$ cat src/rtl/genius_pkg.sv
// Shared definitions for the Genius (Simon) game sequencer: state codes,
// LFSR feedback taps, seed padding and small helpers.
package genius_pkg;

    // State codes are exported on state_o, so the numeric values are fixed.
    typedef enum logic [3:0] {
        ST_IDLE     = 4'd0,
        ST_LOAD     = 4'd1,
        ST_SHOW_ON  = 4'd2,
        ST_SHOW_OFF = 4'd3,
        ST_WAIT_IN  = 4'd4,
        ST_CHECK    = 4'd5,
        ST_WIN      = 4'd6,
        ST_LOSE     = 4'd7
    } state_t;

    // Low nibble of the LFSR seed; guarantees a non-zero start value.
    localparam logic [3:0] SEED_PAD  = 4'b1010;

    // Feedback taps l[7], l[5], l[4], l[3].
    localparam logic [7:0] LFSR_TAPS = 8'b1011_1000;

    localparam int TIMER_W = 28;

    function automatic logic [3:0] onehot4(input logic [1:0] idx);
        logic [3:0] v;
        v = 4'b0001 << idx;
        return v;
    endfunction

    function automatic logic lfsr_fb(input logic [7:0] l);
        return ^(l & LFSR_TAPS);
    endfunction

endpackage

$ cat src/rtl/genius_lfsr.sv
// 8-bit Fibonacci LFSR producing one two-bit colour per step. The sequence
// is regenerated from the seed for every playback and every input check.
module genius_lfsr
    import genius_pkg::*;
(
    input  logic       clock,
    input  logic       reset,
    input  logic       load,
    input  logic       step,
    input  logic [7:0] seed,
    output logic [1:0] value
);

    logic [7:0] l;

    // Load has priority over step so a reload in the same cycle wins.
    always_ff @(posedge clock) begin
        if (reset) begin
            l <= {4'b0000, SEED_PAD};
        end else if (load) begin
            l <= seed;
        end else if (step) begin
            l <= {l[6:0], lfsr_fb(l)};
        end
    end

    assign value = l[1:0];

endmodule

$ cat src/rtl/genius_sequencer.sv
// Game-flow controller: plays a growing pseudo-random colour sequence on
// four LEDs, then checks the player's key presses against the same sequence.
module genius_sequencer
    import genius_pkg::*;
#(
    parameter int TICKS_SHOW    = 25_000_000,
    parameter int TICKS_GAP     = 12_500_000,
    parameter int TICKS_TIMEOUT = 250_000_000,
    parameter int MAX_ROUNDS    = 16
) (
    input  logic       clock,
    input  logic       reset,
    input  logic       enter_i,
    input  logic [3:0] btn_i,
    input  logic [1:0] level_i,
    input  logic [3:0] seed_i,
    output logic [3:0] led_o,
    output logic [4:0] round_o,
    output logic [4:0] score_o,
    output logic [3:0] state_o,
    output logic       win_o,
    output logic       lose_o
);

    localparam logic [TIMER_W-1:0] SHOW_BASE    = 28'(TICKS_SHOW);
    localparam logic [TIMER_W-1:0] GAP_LAST     = 28'(TICKS_GAP - 1);
    localparam logic [TIMER_W-1:0] TIMEOUT_LAST = 28'(TICKS_TIMEOUT - 1);
    localparam logic [4:0]         ROUND_MAX    = 5'(MAX_ROUNDS);

    state_t               state;
    logic                 enter_q;
    logic [3:0]           btn_q;
    logic [3:0]           seed_q;
    logic [1:0]           level_q;
    logic [TIMER_W-1:0]   timer;
    logic [4:0]           step;

    logic [1:0]           colour;
    logic [TIMER_W-1:0]   show_last;
    logic [4:0]           step_next;
    logic                 start;
    logic                 press_evt;
    logic                 press_single;
    logic [1:0]           press_key;
    logic                 press_ok;
    logic                 show_done;
    logic                 gap_done;
    logic                 timed_out;
    logic                 lfsr_load;
    logic                 lfsr_step;
    logic [7:0]           lfsr_seed;

    genius_lfsr u_lfsr (
        .clock (clock),
        .reset (reset),
        .load  (lfsr_load),
        .step  (lfsr_step),
        .seed  (lfsr_seed),
        .value (colour)
    );

    // Event detection and LFSR control derived from the current state.
    always_comb begin
        start        = enter_i && !enter_q &&
                       (state == ST_IDLE || state == ST_WIN || state == ST_LOSE);
        press_evt    = (btn_i != 4'hF) && (btn_q == 4'hF);
        press_single = 1'b0;
        press_key    = 2'd0;
        case (btn_i)
            4'b1110: begin press_single = 1'b1; press_key = 2'd0; end
            4'b1101: begin press_single = 1'b1; press_key = 2'd1; end
            4'b1011: begin press_single = 1'b1; press_key = 2'd2; end
            4'b0111: begin press_single = 1'b1; press_key = 2'd3; end
            default: ;
        endcase
        press_ok  = press_single && (press_key == colour);
        step_next = step + 5'd1;
        show_last = (SHOW_BASE >> level_q) - 28'd1;
        show_done = (timer == show_last);
        gap_done  = (timer == GAP_LAST);
        timed_out = (timer == TIMEOUT_LAST);

        lfsr_load = start ||
                    (state == ST_SHOW_OFF && gap_done && !(step < round_o)) ||
                    (state == ST_CHECK && !(step_next < round_o) && round_o != ROUND_MAX);
        lfsr_step = (state == ST_SHOW_ON && show_done) || (state == ST_CHECK);
        lfsr_seed = start ? {seed_i, SEED_PAD} : {seed_q, SEED_PAD};
    end

    // Game FSM with its shared timer, step counter and registered outputs.
    always_ff @(posedge clock) begin
        if (reset) begin
            state   <= ST_IDLE;
            enter_q <= enter_i;
            btn_q   <= btn_i;
            seed_q  <= 4'd0;
            level_q <= 2'd0;
            timer   <= '0;
            step    <= 5'd0;
            led_o   <= 4'd0;
            round_o <= 5'd0;
            score_o <= 5'd0;
            win_o   <= 1'b0;
            lose_o  <= 1'b0;
        end else begin
            enter_q <= enter_i;
            btn_q   <= btn_i;
            timer   <= '0;
            case (state)
                ST_IDLE, ST_WIN, ST_LOSE: begin
                    led_o <= (state == ST_WIN) ? 4'hF : 4'h0;
                    if (start) begin
                        seed_q  <= seed_i;
                        level_q <= level_i;
                        win_o   <= 1'b0;
                        lose_o  <= 1'b0;
                        led_o   <= 4'h0;
                        state   <= ST_LOAD;
                    end
                end
                ST_LOAD: begin
                    round_o <= 5'd1;
                    score_o <= 5'd0;
                    step    <= 5'd0;
                    led_o   <= onehot4(colour);
                    state   <= ST_SHOW_ON;
                end
                ST_SHOW_ON: begin
                    timer <= timer + 28'd1;
                    if (show_done) begin
                        timer <= '0;
                        led_o <= 4'h0;
                        step  <= step_next;
                        state <= ST_SHOW_OFF;
                    end
                end
                ST_SHOW_OFF: begin
                    timer <= timer + 28'd1;
                    if (gap_done) begin
                        timer <= '0;
                        if (step < round_o) begin
                            led_o <= onehot4(colour);
                            state <= ST_SHOW_ON;
                        end else begin
                            step  <= 5'd0;
                            led_o <= ~btn_i;
                            state <= ST_WAIT_IN;
                        end
                    end
                end
                ST_WAIT_IN: begin
                    timer <= timer + 28'd1;
                    led_o <= ~btn_i;
                    // A press in the same cycle as the timeout takes precedence.
                    if (press_evt) begin
                        timer <= '0;
                        if (press_ok) begin
                            state <= ST_CHECK;
                        end else begin
                            led_o  <= 4'h0;
                            lose_o <= 1'b1;
                            state  <= ST_LOSE;
                        end
                    end else if (timed_out) begin
                        timer  <= '0;
                        led_o  <= 4'h0;
                        lose_o <= 1'b1;
                        state  <= ST_LOSE;
                    end
                end
                ST_CHECK: begin
                    step  <= step_next;
                    led_o <= ~btn_i;
                    if (step_next < round_o) begin
                        state <= ST_WAIT_IN;
                    end else begin
                        score_o <= score_o + 5'd1;
                        if (round_o == ROUND_MAX) begin
                            led_o <= 4'hF;
                            win_o <= 1'b1;
                            state <= ST_WIN;
                        end else begin
                            round_o <= round_o + 5'd1;
                            step    <= 5'd0;
                            led_o   <= 4'h0;
                            state   <= ST_SHOW_OFF;
                        end
                    end
                end
                default: state <= ST_IDLE;
            endcase
        end
    end

    assign state_o = state;

endmodule

$ cat config.mk
export PLATFORM = sky130hd
export DESIGN_NAME = genius_sequencer
export DESIGN_NICKNAME = d
export VERILOG_FILES = /design/src/rtl/genius_pkg.sv /design/src/rtl/genius_lfsr.sv /design/src/rtl/genius_sequencer.sv
export SDC_FILE = /design/constraint.sdc
export NUM_CORES = 1
export LEC_CHECK = 0
export BUFFER_PORTS_ARGS = -buffer_cell sky130_fd_sc_hd__clkbuf_2
export CAP_MARGIN = 20
export CORE_MARGIN = 1
export CORE_UTILIZATION = 64
export CTS_CLUSTER_SIZE = 28
export DETAILED_ROUTE_END_ITERATION = 6
export GPL_ROUTABILITY_DRIVEN = 1
export GPL_TIMING_DRIVEN = 0
export PLACE_DENSITY_LB_ADDON = 0.2
export SLEW_MARGIN = 25
export SYNTH_ARGS = -nofsm -noshare
export SYNTH_HDL_FRONTEND = slang
export SYNTH_SLANG_ARGS = --single-unit
$ cat constraint.sdc
create_clock -name clock -period 8.45 [get_ports clock]
set_clock_uncertainty 0.1 [all_clocks]
set_input_delay 0.845 -clock clock [delete_from_list [all_inputs] [get_ports clock]]
set_output_delay 0.845 -clock clock [all_outputs]
set_load 0.1 [all_outputs]
* After elaboration in Yosys (flattened, before gate mapping)
Cells that the tools add are included.
Word-level totals: register bits 72, latch bits 0, RAM bits 0, bits in read-only memories 0, bits of input ports 13, logic and storage cells 136, memories kept 0
Operators by class: $add $sub $neg 5, multiply operators 0, div/mod/pow operators 0, magnitude comparators 2, equality and inequality tests 28, shift operators 2, muxes and demuxes 50, bitwise operators 1, reductions and logical operators 35
Operator list (count):
- $mux 28 | 4
- $pmux 28 s3 | 1
- $mux 4 | 15
- $pmux 4 s6 | 2
- $mux 5 | 8
- $add 28x1->28 const B | 1
- $eq 28x24->1 const B | 1
- $eq 28x28->1 | 1
- $eq 28x28->1 const B | 1
- $shr 25x2->28 const A | 1
- $sub 28x1->28 const B | 1
- $mux 8 | 3
- $eq 4x3->1 const B | 5
- $pmux 5 s2 | 2
- $pmux 5 s4 | 1
- $eq 4x4->1 const B | 4
- $reduce_and 4->1 | 4
- $add 5x1->5 const B | 3
- $ne 2x2->1 const B | 6
- $lt 5x5->1 | 2
- $logic_and 1x1->1 | 9
- $mux 3 | 3
- $eq 4x2->1 const B | 2
- $reduce_bool 2->1 | 4
- 23 further kinds | 39

* Logic depth before layout (Yosys ltp)
Gate-level depths: netlist of the first run.
depth in word-level cells 7, mapped depth 11

* Hierarchy
Synthesis of the first run repeated with hierarchy kept, for this count alone.
Second synthesis, totals: cell total of the unflattened synthesis 476, area, all modules 3963.8 um2
By module, submodules not included:
- genius_sequencer | instances 1, cells an instance 434, area each 3519.6 um2
- genius_lfsr | instances 1, cells an instance 42, area each 444.2 um2

* Worst setup path before layout of the first run
No wires, ideal clock.
kind reg-to-reg, start register round_o[2], end register led_o[0], arrival 3.059 ns, required time 8.218 ns, slack 5.159 ns, cell stages (with the launch flop) 10, cells stage by stage dfxtp_1 > inv_1 > ha_1 > a21oi_1 > o21ai_0 > a41o_1 > nand2_1 > or4b_1 > a2111oi_0 > nor3_1
Between the ends: longest elaborated chain between the ends 4, elaborated cells between the ends (all ways) 8
Ends and longest elaborated chain:
- start, declared | line genius_sequencer.sv:18 | output logic [4:0] round_o,
- start signal, assigned | line genius_sequencer.sv:183 | round_o <= round_o + 5'd1;
- $lt 5x5->1 / $eq 5x5->1 (equally long branches) | line genius_sequencer.sv:141, genius_sequencer.sv:178
- $mux 4 (on tied branches) | line genius_sequencer.sv:141, genius_sequencer.sv:178
- $mux 4 (on tied branches) | line genius_sequencer.sv:139, genius_sequencer.sv:174
- $pmux 4 s6 * | line genius_sequencer.sv:109 | case (state)
- end signal, assigned | line genius_sequencer.sv:111 | led_o <= (state == ST_WIN) ? 4'hF : 4'h0;
- end signal, assigned | line genius_sequencer.sv:142 | led_o <= onehot4(colour);
- end signal, assigned | line genius_sequencer.sv:146 | led_o <= ~btn_i;
- end, declared | line genius_sequencer.sv:17 | output logic [3:0] led_o,
Every way passes the cells marked *; elsewhere a longest branch is shown, timed or not. The select of a mux whose other input is x is not followed. A chain may end at the register's enable or synchronous reset.

* Final worst setup path of the first run
start register step[0], end register u_lfsr.l[1]
Between the ends: longest elaborated chain between the ends 7, elaborated cells between the ends (all ways) 12
Ends and longest elaborated chain:
- start, declared | line genius_sequencer.sv:36 | logic [4:0] step;
- start signal, assigned | line genius_sequencer.sv:133 | step <= step_next;
- start signal, assigned | line genius_sequencer.sv:172 | step <= step_next;
- $add 5x1->5 | line genius_sequencer.sv:77 | step_next = step + 5'd1;
- $lt 5x5->1 | line genius_sequencer.sv:85 | (state == ST_CHECK && !(step_next < round_o) && round_o != ROUND_MAX);
- $logic_not 1->1 | line genius_sequencer.sv:85
- $logic_and 1x1->1 (2 in series) | line genius_sequencer.sv:85
- $logic_or 1x1->1 * | line genius_sequencer.sv:84 | (state == ST_SHOW_OFF && gap_done && !(step < round_o)) ||
- $mux 8 / $reduce_bool 2->1 (equally long branches)
- end signal, assigned | line genius_lfsr.sv:19 | l <= {4'b0000, SEED_PAD};
- end signal, assigned | line genius_lfsr.sv:23 | l <= {l[6:0], lfsr_fb(l)};
- end, declared | line genius_lfsr.sv:14 | logic [7:0] l;
Every way passes the cells marked *; elsewhere a longest branch is shown, timed or not.

==> results.md, run 1 <==
- The run finished with clean final reports.
- For this configuration, the core starts out at a cell density of 0.675.
- The library cell used most frequently in the layout, excluding fill and tap cells, is dfxtp_1.
- The compound-gate portion of the synthesized area is 0.157.
- The hold path startpoint is timer[0]$_SDFF_PP0_.
- The slew at the pin closest to its max-slew limit is 0.872 ns.
- In this run the static leakage power is 1.65 nW.
- The worst path in the final design needs a cycle of 3.30 ns, including I/O delays and setup.
- At the end of the flow, the number of nets in the layout was 521.
- The clock tree from TritonCTS is built.
- VDD sags by at most 0.158 mV.
- The setup TNS is 0 ns.
- The sequential cell area is 1420 um2.
- The min-delay analysis places its worst path in the category flop to flop.
- The end of the worst register-to-register path is u_lfsr.l[1]$_SDFFE_PP1P_.
- The share of post-route cells with drive strength above 1 is 0.126.
- The largest family of logic cells by synthesized area is simple AND/OR/NAND/NOR gates.
- Synthesis produced a netlist whose cell count is 453.
- Summing all non-filler instances in the final layout gives an area of 4250 um2.
- Measured against its own limit, the worst slew margin works out to 0.414.
- The number of endpoints with negative hold slack in the final report is 0.
- Of the total synthesized cell area, the portion taken by AND, OR, NAND and NOR gates is 0.276.
- The count of maximum capacitance violations is 0.
- Along the worst hold path, the cell count comes to 1.
- The global-route wire length before repair is 14500 um.
- Compared with the post-synthesis result, the final layout area differs by 12.8%.
- Dividing the final minimum period by the clock period gives 0.391.
- The via count of the first global-routing pass came to 3151.
- For hold timing, the worst endpoint is timer[0]$_SDFF_PP0_.
- The placed instances occupy a cell area of 4010 um2.
- The top-level port count is 33.
- The number of synthesized flops with an enable pin is 0.
- The setup path with the least slack is of type flop to flop.
- The worst setup path is captured at a flop.
- In this run the register-to-register setup slack is 5.15 ns.
- Setup violations remaining at the end of the flow were counted as 0.
- The global router's overall resource usage is 0.302.
- The routed length per instance is 15.4 um.
- In this run the core area contains 27 standard-cell rows.
- A synthesized cell averages 8.31 um2.
- The via count is 3539.
- The count of antenna diodes in the layout is 0.
- The fmax is 303 MHz.
- At the later pin of the worst-skew pair, clock insertion delay measures 0.36 ns.
- Port buffering added 31 buffers.
- In the synthesized netlist the dominant register cell turns out to be dfxtp_1.
- Yosys attributes the largest share of cell area to dfxtp_1, nor2_1, xnor2_1, nand2_1, ha_1.
- In this run the vertical extent of the chip is 78.7 um.
- Summed over all instances, the cell type with the most area after synthesis is dfxtp_1.
- After detailed routing, the total wire length is 8830 um.
- The routability congestion estimate is 0.933.
- The worst setup path is launched from a flop.
- The HPWL after detailed placement is 6440 um.
- The leftover overflow at the end of global routing is 0.
- The number of pins with negative max-slew slack in the final report was 0.
- The die is 78.7 um wide.
- The placeable core region is 5570 um2.
- The critical path data arrival time is 3.49 ns.
- The clock tree root driver cell is clkbuf_8.
- The data required time at the worst endpoint is 8.63 ns.
- The deepest clock path buffer count is 2.
- Along the worst path, the maximum fanout reaches 10.
- Dividing the detail-routed via count by the number of cells gives 6.19.
- The sequential fraction of the synthesis area is 0.378.
- The clock net in this run drives a total of 71 sinks.
- The CTS clock-pin slew for the worst setup and hold paths is 0.07 ns.
- The number of buffers inserted for hold repair after clock tree synthesis is 0.
- Entering global routing, the biggest net connects 13 pins.
- The final routed DRC violation total is 0.
- In the synthesized netlist the async set-or-reset flop fraction comes to 0.
- Of the total synthesized cell area, the portion taken by XOR and XNOR cells is 0.0814.
- The net count after synthesis is 479.
- After synthesis the cells add up to 3760 um2.
- The power per cell area is 228 nW/um2.
- Of the total synthesized cell area, the portion taken by full adders, half adders and majority gates is 0.0432.
- In this run the remaining antenna-violating nets after routing total 0.
- The synthesized design contains 71 register bits.
- Counting the buffers created by CTS gives 9.
- In this run the worst setup path begins at step[0]$_SDFFE_PP0P_.
- Of the post-synthesis cell area, the dominant cell type holds 0.378.
- The die covers 6190 um2.
- The first detailed-routing pass took 5 iterations.
- The length in cells of the worst reg-to-reg path is 11.
- Summing all multi-input logic gate instances after layout gives 2190 um2.
- The H-tree generated during clock tree synthesis spans 3 levels.
- Leaving out fill and tap cells, the most frequent cells in the layout are dfxtp_1, nor2_1, nand2_1, clkbuf_2, a21oi_1.
- Setup repair after global routing left no endpoint under its margin.
- Counting the fill cells in the layout gives 438.
- The number of antenna violations at the first check in global routing was 0.
- The Yosys step of the flow raised 0 warnings.
- The number of DRC markers after the initial detailed-route iteration is 353.
- The startpoint of the most critical register-to-register path is step[0]$_SDFFE_PP0P_.
- In this run, distinct cell masters in the synthesized netlist total 58.
- After synthesis, the share of cell area in mux cells is 0.0253.
- After clock tree synthesis, the setup repair step added 0 buffers.
- Gates resized during post-CTS repair numbered 0.
worst max-delay path: stages (launching register included):
cell	delay, ns
dfxtp_1	0.43
ha_1	0.24
nand3_1	0.11
xnor2_1	0.16
ha_1	0.31
nand2_1	0.07
o21ai_0	0.64
nand3_1	0.38
nand3_1	0.22
clkbuf_1	0.35
nor2_1	0.11
o211ai_1	0.11
how the worst max path moves through the flow:
| stage | cells after the start | slack [ns] | endpoint |
|---|---|---|---|
| 3_5_place_dp | 11 | 5.25 | u_lfsr.l[1]$_SDFFE_PP1P_ |
| 4_1_cts | 11 | 5.27 | u_lfsr.l[1]$_SDFFE_PP1P_ |
| 6_report | 11 | 5.15 | u_lfsr.l[1]$_SDFFE_PP1P_ |
| 2_1_floorplan | 9 | 5.16 | led_o[0]$_SDFFE_PP0P_ |
| 3_3_place_gp | 8 | 5.31 | led_o[0]$_SDFFE_PP0P_ |
| 5_1_grt | 11 | 4.98 | u_lfsr.l[1]$_SDFFE_PP1P_ |
area by class of cell:
class,instances,share of cell area
Buffer,19,0.0189
Clock buffer,11,0.0309
Clock inverter,5,0.0250
Inverter,18,0.0159
Multi-Input combinational cell,345,0.517
Sequential cell,71,0.335
Tap cell,72,0.0212
Timing Repair Buffer,31,0.0365
metrics by stage:
stage / worst slack, ns / utilization / power (W) / hold WS (ns) / cells
after global routing: 4.98 / 0.762 / 0.00101 / 0.387 / 572
after detailed placement: 5.25 / 0.719 / 0.000640 / 0.338 / 556
final: 5.15 / 0.762 / 0.000967 / 0.356 / 572
after CTS: 5.27 / 0.762 / 0.000966 / 0.362 / 572
after floorplan: 5.16 / - / 0.000589 / 0.318 / 453
after global placement: 5.31 / 0.719 / 0.000637 / 0.326 / 556
state kept, by name (all words and copies together), names as in the netlist:
register  count
btn_q         4
enter_q       1
led_o         4
level_q       2
lose_o        1
round_o       5
score_o       5
seed_q        4
state_o       3
step          5
timer        28
u_lfsr.l      8
win_o         1
power by group:
group	total (W)	internal, W	switching, W
clock	0.000329	0.000197	0.000132
sequential	0.000371	0.000355	0.0000162
combinational	0.000266	0.0000656	0.000201
total	0.000967	0.000617	0.000349
routing by layer:
metal  vias to the layer above  wire (um)  global-route usage
met2                       184       3890               0.476
met4                         0        219               0.133
met1                      1625       3870               0.397
li1                       1701          -                   -
met5                         -          0                   0
met3                        29        840              0.0640
synth_stat cells (9+ instances only):
library cell and number:
and3_1 10, nor2_1 56, a21oi_1 26, nand2_1 45, xnor2_1 23, o21ai_0 9, nand3_1 21, ha_1 13
xor2_1 12, nand2b_1 11, nand4_1 15, clkbuf_1 14, nor3_1 13, dfxtp_1 71, inv_1 18
kinds of logic (layout without fill, tap and decap cells):
logic type	after synthesis	count (layout)
other	1	1
DFF	71	71
xor gates and xnor gates	35	35
adders and majority gates	13	13
AOI/OAI and AO/OA	85	85
and+or+nand+nor	202	202
muxes	9	9
buffers and inverters	37	84
Note: power is estimated with default switching activity, not from simulation.
==> run 2: changes to the inputs <==
CORE_UTILIZATION = 54   (was 64)
clock period = 2.95 ns   (was 8.45 ns; I/O delays follow)
==> run 2 against run 1 <==
Compared with the run above: final cell count up 1.7%; count of clock-buffer cells in the layout up 1; sequential share of layout area down 0.36 points; worst setup slack worse by 5.1 ns; combinational power rose to 3.0 times the previous value; global-route usage down 4.4 points; via count down 3.1%.
==> results.md, run 2 (synthesized netlist as in run 1, its figures left out) <==
- The fraction of power spent switching nets is 0.371 (+0.00956).
- The combinational share of power was 0.296 (+0.020).
- The post-route core utilization is 0.639 (-0.123).
- The kind of critical path is flop to flop.
- The largest registers in the layout are timer (28), u_lfsr.l (8).
- The worst slack at placement is -0.250 ns (-5.50 ns).
- The clock tree from TritonCTS is built.
- The root buffer cell chosen for the clock tree is clkbuf_8.
- The height of the chip is 85.5 um (+8.6%).
- The total number of H-tree levels came to 3 (unchanged).
- The time the worst path needs with I/O delays and setup is 2.86 ns (-0.437 ns).
- The data required time at the worst endpoint was 3.06 ns (-5.57 ns).
- The final worst slack came to 0.0854 ns (-5.06 ns).
- The post-detailed-route via-to-cell ratio is 5.90 (-4.7%).
- The clock sink count is 71 (unchanged).
- The largest net degree at the start of global routing is 12 (-1).
- The flip-flop count of the largest register, all copies and words added was 28 (unchanged).
- The final routed DRC violation total came to 0 (unchanged).
- The deepest clock path buffer count is 2 (unchanged).
- The effective utilization at floorplan is 0.557 (-0.118).
- The final setup violation count was 0 (unchanged).
- The horizontal extent of the die came to 85.5 um (+8.6%).
- The leftover overflow at the end of global routing is 0 (unchanged).
- The area of all placed cells without fillers is 4320 um2 (+1.7%).
- The worst-path maximum fanout is 6 (-4).
- The post-detailed-placement half-perimeter wirelength was 6540 um (+1.4%).
- The post-place instance area is 4030 um2 (+0.41%).
- The routed length per instance is 15.4 um (about the same).
- The global-route wire length before repair is 14900 um (+2.7%).
- The register bank with the most flops is timer.
- The largest vdd supply drop was 0.408 mV (+160%).
- Walking the worst path, the cells encountered are ha_1 > xor2_1 > ha_1 > a21o_1 > a31oi_1 > o211a_1 > or4b_4 > a2111oi_4 > nor3_1.
- The source-to-sink clock delay at the later pin of the worst-skew pair is 0.36 ns (about the same).
- The via count is 3431 (-3.1%).
- Leaving out fill and tap cells, the most frequent cells in the layout are dfxtp_1, nor2_1, nand2_1, clkbuf_2, a21oi_1.
- The part of the cycle the worst path needs came to 0.971 (+0.580).
- The clock share of power was 0.311 (-0.029).
- The count of port buffers added during placement is 31 (unchanged).
- The length of the first detailed-routing pass in iterations is 5 (unchanged).
- The critical path data arrival time is 2.98 ns (-0.51 ns).
- Leaving out fill and tap cells, the most frequent cell in the layout is dfxtp_1.
- The number of DRC markers after the initial detailed-route iteration came to 257 (-27%).
- The run finished with clean final reports.
- The endpoint type of the worst setup path is a flop.
- The setup TNS is 0 ns (unchanged).
- The die outline area came to 7310 um2 (+18%).
- The placeable core region came to 6760 um2 (+21%).
- The power per cell area came to 627 nW/um2 (+180%).
- The top-level port count is 33 (unchanged).
- The remaining max-slew budget at the tightest pin was 0.449 (+0.0347).
- The number of endpoints with negative hold slack in the final report is 0 (unchanged).
- The area growth from synthesis to layout is 14.8%.
- The number of pins with negative max-slew slack in the final report came to 0 (unchanged).
- The number of placement rows is 30 (+11%).
- The worst hold path belongs to the class primary input to flop.
- The routability congestion estimate is 0.931 (-0.25%).
- The CTS clock-pin slew for the worst setup and hold paths is 0.09 ns (+0.02 ns).
- The share of post-route cells with drive strength above 1 was 0.159 (+0.0334).
- The count of antenna diodes in the layout is 0 (unchanged).
- The overall power after layout is 0.00271 W (+180%).
- The stage delay of the slowest cell on the critical path was 0.62 ns (-0.02 ns).
- The fraction of power consumed by sequential logic is 0.393 (+0.009).
- On the critical path, the stage with the largest delay is an instance of or4b_4.
- The net switching power figure was 0.00100 W (+190%).
- The global router's overall resource usage came to 0.259 (-0.0436).
- The via count of the first global-routing pass is 3218 (+2.1%).
- The startpoint class of the critical path is a flop.
- The sum of routed wire length over all layers is 8980 um (+1.8%).
- The number of nets in the finished design came to 523 (+0.38%).
- The number of antenna violations at the first check in global routing was 0 (unchanged).
- The count of maximum capacitance violations was 0 (unchanged).
- The most repeated library cell on the critical path is ha_1.
- Setup repair after global routing could not meet its margin everywhere.
- The number of buffers inserted during clock tree synthesis came to 9 (unchanged).
- The design internal power is 0.00170 W (+180%).
- The number of filler cells placed in the layout is 609 (+39%).
- The leakage power came to 1.66 nW (+0.95%).
- The number of antenna-violating nets in the routed design was 0 (unchanged).
- The fmax is 349 MHz (+15%).
- The slew at the pin closest to its max-slew limit is 0.823 ns (-0.0483 ns).
run 2: cell count changes in the layout (fill, tap and decap cells not counted), sizes merged:
cell         change
clkbuf           +2
clkinvlp         -1
clkinv           +1
dlygate4sd3      +1
bufinv           -1
run 2: power groups by stage:
stage          combinational, W  sequential [W]  clock (W)
2_1_floorplan          0.000365         0.00132          0
3_3_place_gp           0.000746         0.00108          0
3_5_place_dp           0.000755         0.00108          0
4_1_cts                0.000779         0.00106   0.000843
5_1_grt                0.000862         0.00107   0.000888
6_report               0.000803         0.00106   0.000842
run 2: cell type report:
cell class	instances	area (um2)	share of cell area
multi-input cells	345	2260	0.523
inverters	18	67.6	0.0156
clock inverters	4	70.1	0.0162
clock buffers	12	135	0.0313
flip-flops and latches	71	1430	0.331
repair buffers	33	173	0.0400
plain buffers	19	83.8	0.0194
well taps	80	100	0.0232
run 2: path summary, 6_finish.rpt:
| kind | depth (start not counted) | to | start | slack, ns |
|---|---|---|---|---|
| min reg2reg | 1 | timer[0]$_SDFF_PP0_ | timer[0]$_SDFF_PP0_ | 0.36 |
| max reg2reg | 9 | led_o[0]$_SDFFE_PP0P_ | step[0]$_SDFFE_PP0P_ | 0.09 |
| min | 1 | btn_q[2]$_DFF_P_ | btn_i[2] | 0.01 |
| max | 9 | led_o[0]$_SDFFE_PP0P_ | step[0]$_SDFFE_PP0P_ | 0.09 |
run 2: metrics by stage:
step | cells | hold WS, ns
2_1_floorplan | 453 | 0.223
3_3_place_gp | 564 | 0.314
3_5_place_dp | 564 | 0.315
4_1_cts | 582 | 0.00380
5_1_grt | 582 | 0.0108
6_report | 582 | 0.0127
run 2: repair_timing:
| action | in CTS | in global routing |
|---|---|---|
| hold buffers | 1 | 0 |
| endpoints found under the hold margin | 1 | 0 |
| pin swaps | 1 | 2 |
| endpoints found under the setup margin | 29 | 27 |
| resized for setup | 8 | 11 |
| buffers inserted | 1 | 0 |
run 2: critical path, delay by kind of cell, from the launching register on:
family	cells	cell delay (ns)
AOI/OAI and AO/OA	4	0.85
DFF	1	0.36
adders and majority gates	2	0.53
and+or+nand+nor	2	0.70
xor gates and xnor gates	1	0.17
run 2: routing by layer:
layer	vias to the layer above	global-route usage	part of all wire
li1	1700	-	-
met1	1598	0.343	0.47
met2	112	0.401	0.45
met3	21	0.0671	0.061
met4	0	0.109	0.022
met5	-	0	0
==> run 3: changes to the inputs <==
--- a/constraint.sdc
+++ b/constraint.sdc
@@ -4,2 +4,2 @@
 set_output_delay 0.295 -clock clock [all_outputs]
-set_load 0.1 [all_outputs]
+set_load 0.005 [all_outputs]
==> run 3 against run 2 <==
Compared with the run above: the run now ends with DRC left; wire length increased by 1.5%; core utilization increased by 0.20 points; sequential share of layout area decreased by 0.25 points; clock power decreased by 5.8%; worst hold slack got worse by 0.0014 ns; non-clock buffer count unchanged; via count increased by 0.73%; fmax increased by 1.2%; design area increased by 0.32%.
==> results.md, run 3 (synthesized netlist as in run 1, its figures left out) <==
- The time the worst path needs with I/O delays and setup is 2.83 ns (-0.0337 ns).
- The remaining max-slew budget at the tightest pin is 0.438 (-0.0109).
- The worst slack at placement is -0.202 ns (+0.0484 ns).
- The largest net degree at the start of global routing came to 12 (unchanged).
- The placeable core region is 6760 um2 (unchanged).
- timer holds more flip-flops than any other register.
- The slew at the pin closest to its max-slew limit is 0.840 ns (+0.0163 ns).
- The flip-flop count of the largest register, all copies and words added was 28 (unchanged).
- The leakage power was 1.65 nW (-0.69%).
- The count of port buffers added during placement came to 31 (unchanged).
- The fmax was 353 MHz (+1.2%).
- The global-route wire length before repair came to 15000 um (+1.1%).
- The post-detailed-placement half-perimeter wirelength was 6610 um (+1.1%).
- The library cells used most frequently in the layout, excluding fill and tap cells, are dfxtp_1, nor2_1, nand2_1, clkbuf_2, a21oi_1.
- The CTS clock-pin slew for the worst setup and hold paths was 0.08 ns (about the same).
- The worst setup path is launched from a flop.
- The run finished, with violations left.
- The number of placement rows came to 30 (unchanged).
- In this run the most critical hold path is launched from btn_i[1].
- The deepest clock path buffer count is 2 (unchanged).
- The post-detailed-route via-to-cell ratio is 5.95 (+0.90%).
- The die outline area is 7310 um2 (unchanged).
- The height of the chip is 85.5 um (unchanged).
- The number of buffers inserted during clock tree synthesis is 9 (unchanged).
- The count of maximum capacitance violations is 0 (unchanged).
- The final worst slack is 0.119 ns (+0.0337 ns).
- The largest vdd supply drop is 0.311 mV (-24%).
- The total number of H-tree levels is 3 (unchanged).
- The overall power after layout is 0.00241 W (-11%).
- The number of antenna violations at the first check in global routing was 0 (unchanged).
- The data required time at the worst endpoint is 3.08 ns (+0.02 ns).
- The source-to-sink clock delay at the later pin of the worst-skew pair is 0.36 ns (about the same).
- The routability congestion estimate is 0.924 (-0.79%).
- The global router's overall resource usage was 0.265 (+0.00597).
- The share of post-route cells with drive strength above 1 came to 0.158 (-0.00168).
- STA classifies the critical path endpoint as a flop.
- The count of antenna diodes in the layout came to 0 (unchanged).
- The via count is 3456 (+0.73%).
- The final setup violation count is 0 (unchanged).
- The number of endpoints with negative hold slack in the final report is 0 (unchanged).
- The effective utilization at floorplan came to 0.557 (unchanged).
- The final routed DRC violation total was 1 (+1).
- The number of antenna-violating nets in the routed design was 0 (unchanged).
- The most common library cell in the layout ignoring fill and taps is dfxtp_1.
- The number of pins with negative max-slew slack in the final report is 0 (unchanged).
- The routed length per instance was 15.7 um (+1.7%).
- The horizontal extent of the die is 85.5 um (unchanged).
- The leftover overflow at the end of global routing came to 0 (unchanged).
- The class of the tightest hold or removal check is primary input to flop.
- In this run the clock root is driven by a clkbuf_8.
- Setup repair after global routing could not meet its margin everywhere.
- The checks that failed: DRC.
- The power per cell area was 556 nW/um2 (-11%).
- The count of non-filler cells in the finished layout came to 581 (-0.17%).
- The via count of the first global-routing pass came to 3178 (-1.2%).
- The critical path data arrival time is 2.96 ns (-0.02 ns).
- The number of nets in the finished design was 523 (unchanged).
- The length of the first detailed-routing pass in iterations is 6 (+1).
- The clock tree from TritonCTS is built.
- The largest registers in the layout are timer (28), u_lfsr.l (8).
- The sum of routed wire length over all layers is 9120 um (+1.5%).
- The number of cells in the design after placement was 564 (unchanged).
- The clock sink count is 71 (unchanged).
- The post-route core utilization is 0.641 (+0.00204).
- The top-level port count was 33 (unchanged).
- The worst-path maximum fanout is 8 (+2).
- The part of the cycle the worst path needs is 0.960 (-0.0114).
- The worst register-to-register path begins at timer[0]$_SDFF_PP0_.
- The layout overhead on the synthesized area is 15.1%.
- Tracing the worst setup path back leads to its startpoint at timer[0]$_SDFF_PP0_.
- The number of DRC markers after the initial detailed-route iteration is 155 (-40%).
- The kind of critical path is flop to flop.
-- run 3: changes by cell type in the layout (fill, tap and decap cells not counted), sizes merged --
cell,previous run,this run
buf,5,4
clkinv,2,3
bufinv,2,1
clkbuf,58,57
dlygate4sd3,1,2
-- run 3: final cells by class --
type                    instances  area, um2
multi-input cells             345       2280
fillers                       585       2420
inverters                      18       67.6
flip-flops and latches         71       1420
clock buffers                  11        151
clock inverters                 4       45.0
repair buffers                 34        183
plain buffers                  18       82.6
well taps                      80        100
-- run 3: where the power goes --
group	leakage [nW]	switching, W	internal [W]
registers	0.577	0.0000436	0.00102
clock network	0.105	0.000365	0.000428
logic	0.969	0.000343	0.000212
total	1.65	0.000752	0.00166
-- run 3: routing by layer --
layer / global-route usage / share of wire
met1: 0.351 / 0.49
met2: 0.413 / 0.45
met3: 0.0584 / 0.042
met4: 0.120 / 0.021
met5: 0 / 0
-- run 3: what timing repair did --
| action | 4_1_cts | 5_1_grt |
|---|---|---|
| hold buffers | 2 | 0 |
| pin swaps | 1 | 5 |
| resized for setup | 6 | 18 |
| endpoints found under the hold margin | 2 | 0 |
| setup buffers | 1 | 0 |
| endpoints found under the setup margin | 28 | 35 |
-- run 3: worst paths after layout --
check / endpoint / slack [ns] / cells past startpoint
hold reg to reg: timer[0]$_SDFF_PP0_ / 0.35 / 1
setup / recovery: led_o[0]$_SDFFE_PP0P_ / 0.12 / 9
hold / removal: btn_q[1]$_DFF_P_ / 0.01 / 1
setup reg to reg: led_o[0]$_SDFFE_PP0P_ / 0.12 / 9
-- run 3: worst max-delay path, stage by stage (launching register included) --
cell and delay, ns:
dfxtp_1 0.36, ha_2 0.24, and4_4 0.25, and3_1 0.15, clkbuf_4 0.21, a31oi_4 0.14
o21bai_1 0.19, or4b_4 0.60, a2111oi_2 0.40, nor3_1 0.08
-- run 3: through the flow --
stage	cell area (um2)	hold slack [ns]	TNS (ns)
after floorplan	3760	0.223	0
after global placement	4020	0.314	-1.19
after detailed placement	4020	0.321	-1.38
after CTS	4260	0.00764	0
after global routing	4330	0.0100	-0.00757
final	4330	0.0113	0
